### src/rtl/ps2_key_decoder.sv
// rtl/ps2_key_decoder.sv - PS/2 keyboard frame receiver and scan-code event decoder
module ps2_key_decoder #(
    parameter int CLK_KHZ    = 49152,
    parameter int FILTER_LEN = 8,
    parameter int TIMEOUT_US = 200
) (
    input  logic        clk_49m,
    input  logic        reset,
    input  logic        ps2_clk,
    input  logic        ps2_data,
    output logic [10:0] ps2_key,
    output logic        busy,
    output logic [7:0]  err_count
);
    localparam int TIMEOUT_CYC = CLK_KHZ * TIMEOUT_US / 1000;
    localparam int GAP_W       = $clog2(TIMEOUT_CYC + 1);
    localparam int FILT_W      = $clog2(FILTER_LEN + 1);

    typedef enum logic [1:0] {IDLE, DATA, PARITY, STOP} state_t;

    // Index 0 is ps2_clk, index 1 is ps2_data.
    logic [1:0]        sync1, sync2, filt;
    logic [FILT_W-1:0] stab_cnt [2];
    logic              filt_clk_q;
    logic              fe, sdata;

    state_t            state, state_n;
    logic [2:0]        bit_cnt;
    logic [7:0]        shreg;
    logic              par;
    logic [GAP_W-1:0]  gap_cnt;
    logic              frame_ok, frame_bad, timeout;
    logic              byte_valid;

    logic [2:0]        skip_cnt;
    logic              ext_flag, rel_flag;
    logic              ignored;

    always_ff @(posedge clk_49m or negedge reset) begin
        if (!reset) begin
            sync1      <= 2'b11;
            sync2      <= 2'b11;
            filt       <= 2'b11;
            filt_clk_q <= 1'b1;
            for (int i = 0; i < 2; i++) stab_cnt[i] <= '0;
        end else begin
            sync1      <= {ps2_data, ps2_clk};
            sync2      <= sync1;
            filt_clk_q <= filt[0];
            for (int i = 0; i < 2; i++) begin
                if (sync2[i] == filt[i]) begin
                    stab_cnt[i] <= '0;
                end else if (stab_cnt[i] == FILT_W'(FILTER_LEN - 1)) begin
                    filt[i]     <= sync2[i];
                    stab_cnt[i] <= '0;
                end else begin
                    stab_cnt[i] <= stab_cnt[i] + 1'b1;
                end
            end
        end
    end

    assign fe    = filt_clk_q & ~filt[0];
    assign sdata = filt[1];
    assign busy  = (state != IDLE);

    always_comb begin
        state_n   = state;
        frame_ok  = 1'b0;
        frame_bad = 1'b0;
        timeout   = 1'b0;
        if (fe) begin
            case (state)
                IDLE:   if (!sdata) state_n = DATA;
                DATA:   if (bit_cnt == 3'd7) state_n = PARITY;
                PARITY: state_n = STOP;
                STOP: begin
                    state_n = IDLE;
                    if (sdata && (^{shreg, par})) frame_ok  = 1'b1;
                    else                          frame_bad = 1'b1;
                end
                default: state_n = IDLE;
            endcase
        end else if (busy && gap_cnt == GAP_W'(TIMEOUT_CYC - 1)) begin
            timeout = 1'b1;
            state_n = IDLE;
        end
    end

    always_ff @(posedge clk_49m or negedge reset) begin
        if (!reset) begin
            state      <= IDLE;
            bit_cnt    <= '0;
            shreg      <= '0;
            par        <= 1'b0;
            gap_cnt    <= '0;
            byte_valid <= 1'b0;
        end else begin
            state      <= state_n;
            byte_valid <= frame_ok;
            gap_cnt    <= (fe || !busy) ? '0 : gap_cnt + 1'b1;
            if (fe) begin
                case (state)
                    IDLE:   bit_cnt <= '0;
                    DATA: begin
                        shreg   <= {sdata, shreg[7:1]};
                        bit_cnt <= bit_cnt + 1'b1;
                    end
                    PARITY: par <= sdata;
                    default: ;
                endcase
            end
        end
    end

    // Keyboard ack/self-test/echo/resend bytes carry no key unless a prefix is pending.
    always_comb begin
        ignored = 1'b0;
        case (shreg)
            8'hFA, 8'hAA, 8'hEE, 8'hFE, 8'h00, 8'hFF: ignored = !(ext_flag || rel_flag);
            default: ignored = 1'b0;
        endcase
    end

    always_ff @(posedge clk_49m or negedge reset) begin
        if (!reset) begin
            ps2_key   <= '0;
            err_count <= '0;
            skip_cnt  <= '0;
            ext_flag  <= 1'b0;
            rel_flag  <= 1'b0;
        end else begin
            if ((frame_bad || timeout) && err_count != 8'hFF)
                err_count <= err_count + 1'b1;
            if (frame_bad || timeout) begin
                ext_flag <= 1'b0;
                rel_flag <= 1'b0;
            end else if (byte_valid) begin
                if (skip_cnt != 3'd0) begin
                    skip_cnt <= skip_cnt - 1'b1;
                end else if (shreg == 8'hE1) begin
                    skip_cnt <= 3'd7;
                end else if (shreg == 8'hE0) begin
                    ext_flag <= 1'b1;
                end else if (shreg == 8'hF0) begin
                    rel_flag <= 1'b1;
                end else if (!ignored) begin
                    ps2_key  <= {~ps2_key[10], ~rel_flag, ext_flag, shreg};
                    ext_flag <= 1'b0;
                    rel_flag <= 1'b0;
                end
            end
        end
    end
endmodule

### config.mk
export PLATFORM = sky130hd
export DESIGN_NAME = ps2_key_decoder
export DESIGN_NICKNAME = d
export VERILOG_FILES = /design/src/rtl/ps2_key_decoder.sv
export SDC_FILE = /design/constraint.sdc
export NUM_CORES = 1
export LEC_CHECK = 0
export ABC_AREA = 1
export BUFFER_PORTS_ARGS = -buffer_cell sky130_fd_sc_hd__buf_2
export CELL_PAD_IN_SITES_DETAIL_PLACEMENT = 0
export CELL_PAD_IN_SITES_GLOBAL_PLACEMENT = 1
export CORE_UTILIZATION = 47
export CTS_BUF_LIST = sky130_fd_sc_hd__clkbuf_8
export DETAILED_ROUTE_END_ITERATION = 6
export GPL_TIMING_DRIVEN = 0
export PLACE_DENSITY = 0.92
export SLEW_MARGIN = 20
export SYNTH_ARGS = -nofsm -noshare
export SYNTH_HDL_FRONTEND = slang
export SYNTH_SLANG_ARGS = --single-unit
### constraint.sdc
create_clock -name clk_49m -period 2.5 [get_ports clk_49m]
set_input_delay 0.25 -clock clk_49m [delete_from_list [all_inputs] [get_ports clk_49m]]
set_output_delay 0.25 -clock clk_49m [all_outputs]
set_load 0.02 [all_outputs]
==> flow_summary.yaml <==
floorplan:
  start_util: 0.490
  rows: 30
  core_um2: 6830
  die_area_um2: 7470
  ioPinCount: 24
  die_h_um: 86.4
  die_width_um: 86.4
logic_synthesis:
  yosysWarnings: 0
  yosys.area.top_type_share: 0.456
  synthArstFlopShare: 1.00
  yosys.area.top_type: "dfrtp_1"
  synthFlopType: "dfrtp_1"
  seq_area_frac_synth: 0.511
  synth.area.top_cells: "dfrtp_1 46%, nand2_1 11%, dfstp_2 5.5%"
  synth.lib_cells_used.distinct: 33
  avgSynthCellArea_um2: 8.63
  yosysMostFrequentCell: "nand2_1"
  ys_ff_latch: 68
  syn_nets: 405
  syn_inst: 388
  synth_enable_flop_cells: 0
  syn-cell-area_um2: 3350
  synth_common_cells: "97 x nand2_1, 61 x dfrtp_1, 44 x inv_1"
outcome:
  outcome: "finished, final reports clean"
route:
  drt-initial-drc-count: 105
  firstDrtPassIters: 4
  vias: 2579
  avgViaCountPerCell: 4.89
  drt.antenna.violating_nets: 0
  wl_per_cell_um: 11.4
  drc: 0
  wirelength_mm: 6.02
job:
  maxCapViolCount: 0
min_path:
  hold_class: "in -> async"
worst_setup_path:
  worstPathArrival_ns: 2.37
  crit_type: "reg -> reg"
  required_ns: 2.72
  startpoint_type: "flip-flop"
  cp-end-kind: "flip-flop"
  crit_fanout: 10
timing:
  hold_viol_final: 0
  fin_skew_ns: 0.00934
  setup_viol: 0
  slew_violations: 0
  rsz0062_at_grt: "no"
  worst_slew_pin_slew_ns: 0.450
  fin_crit_ns: 2.14
  fin_tns_setup_ns: 0
  finalCritPeriodShare: 0.858
  relSlewSlack: 0.697
  fmax_mhz: 466
cts:
  postCtsSetupRepairBufs: 0
  clk_pin_slew_worst_paths_ns: 0.07
  cts.path.max_buffers: 2
  h-tree-depth: 3
  clk_latency_ns: 0.34
  clock_sinks: 68
  numCtsBuffers: 9
  clock_tree.root_cell: "clkbuf_8"
  cts_tree: "built"
  cts_resized: 0
  postCtsHoldBufs: 3
placed_design:
  hpwl_mm: 4.20
  io_buffers: 23
  place_congestion: 0.814
power_and_ir_drop:
  total_power_mw: 2.42
  power.leakage_nw: 1.91
  vdd_drop_max_uv: 464
  power_density_nw_per_um2: 633
global_route:
  antenna_found_initial: 0
  grt_max_degree: 44
  grt_pass1_vias: 2392
  grt_overflow: 0
  track_usage: 0.183
  grt_pass1_wl_mm: 10.6
layout:
  areaGrowthSynthToFinish_pct: 14.0
  n_antenna_cell: 0
  layout-drive-gt1-share: 0.160
  fin_nets: 443
[where the power goes]
group / switching [mW] / leakage [nW] / internal (mW)
combinational: 0.205 / 0.890 / 0.115
clock: 0.410 / 0.105 / 0.432
sequential: 0.0634 / 0.920 / 1.19
total: 0.678 / 1.91 / 1.74
[sequential cells by signal, summed over array words and instances, names as in the netlist, 3 cells and up]
name	flops
ps2_key	11
stab_cnt	8
err_count	8
gap_cnt	14
skip_cnt	3
bit_cnt	3
shreg	8
[critical path, stage by stage (launching register included)]
cell,delay [ns]
dfrtp_1,0.41
inv_1,0.09
ha_1,0.27
nor3_1,0.24
nand3_1,0.36
nand2_8,0.24
nand2_2,0.16
o21ai_0,0.18
nand2_1,0.07
[path summary, 6_finish.rpt]
path | from | end | slack, ns | cells after the start
worst max-delay path | state[1]$_DFFE_PN0P_ | err_count[6]$_DFFE_PN0P_ | 0.36 | 8
worst min-delay path | reset | shreg[2]$_DFFE_PN0P_ | 0.35 | 2
worst max register to register | state[1]$_DFFE_PN0P_ | err_count[6]$_DFFE_PN0P_ | 0.36 | 8
worst min register to register | sync1[1]$_DFF_PN1_ | sync2[1]$_DFF_PN1_ | 0.37 | 0
max in group asynchronous | reset | err_count[6]$_DFFE_PN0P_ | 1.61 | 3
min in group clk_49m | sync1[1]$_DFF_PN1_ | sync2[1]$_DFF_PN1_ | 0.37 | 0
[placed cells by master (no fill, tap or decap), types with 3 or more instances in the layout]
| cell | instances |
|---|---|
| nand2_2 | 3 |
| nand3b_1 | 4 |
| buf_2 | 23 |
| dfstp_2 | 7 |
| nor2_1 | 36 |
| inv_1 | 46 |
| xnor2_1 | 6 |
| ha_1 | 13 |
| nand4_1 | 7 |
| o21ai_0 | 23 |
| a21oi_1 | 13 |
| dlygate4sd3_1 | 3 |
| clkbuf_8 | 12 |
| nand3_1 | 23 |
| nor3_1 | 10 |
| nand2_1 | 97 |
| xor2_1 | 5 |
| inv_2 | 4 |
| o21ai_1 | 3 |
| o21ai_2 | 7 |
| dfrtp_1 | 61 |
[routing by layer]
layer  up-vias  global-route usage  routed length [µm]  part of all wire
met1      1196               0.251                3070              0.51
li1       1327                   -                   -                 -
met3        11              0.0371                 162             0.027
met2        45               0.281                2660              0.44
met5         -                   0                   0                 0
met4         0              0.0833                 119             0.020
[stage by stage]
step,utilization,area (µm²),setup slack [ns],std cells,hold WS [ns]
after floorplan,-,3350,0.726,388,-0.0456
after global placement,0.525,3580,0.449,507,0.346
after CTS,0.559,3820,0.386,527,0.357
final,0.559,3820,0.356,527,0.352
after global routing,0.559,3820,0.151,527,0.362
after detailed placement,0.528,3610,0.407,508,0.178
[area by class of cell]
type,count,area [µm²]
plain buffers,5,35.0
clock buffers,12,165
clock inverters,4,17.5
fillers,648,3010
inverters,49,191
multi-input cells,266,1410
flip-flops and latches,68,1710
well taps,96,120
repair buffers,27,168
[cells by family after synthesis]
kind of cell / Yosys count / share of synthesized area
compound gates: 51 / 0.0885
xor+xnor: 11 / 0.0288
fa+ha+maj: 13 / 0.0486
buf+inv: 54 / 0.0676
flops: 68 / 0.511
simple gates: 191 / 0.256
No activity file was read; power rests on OpenSTA's default activity.
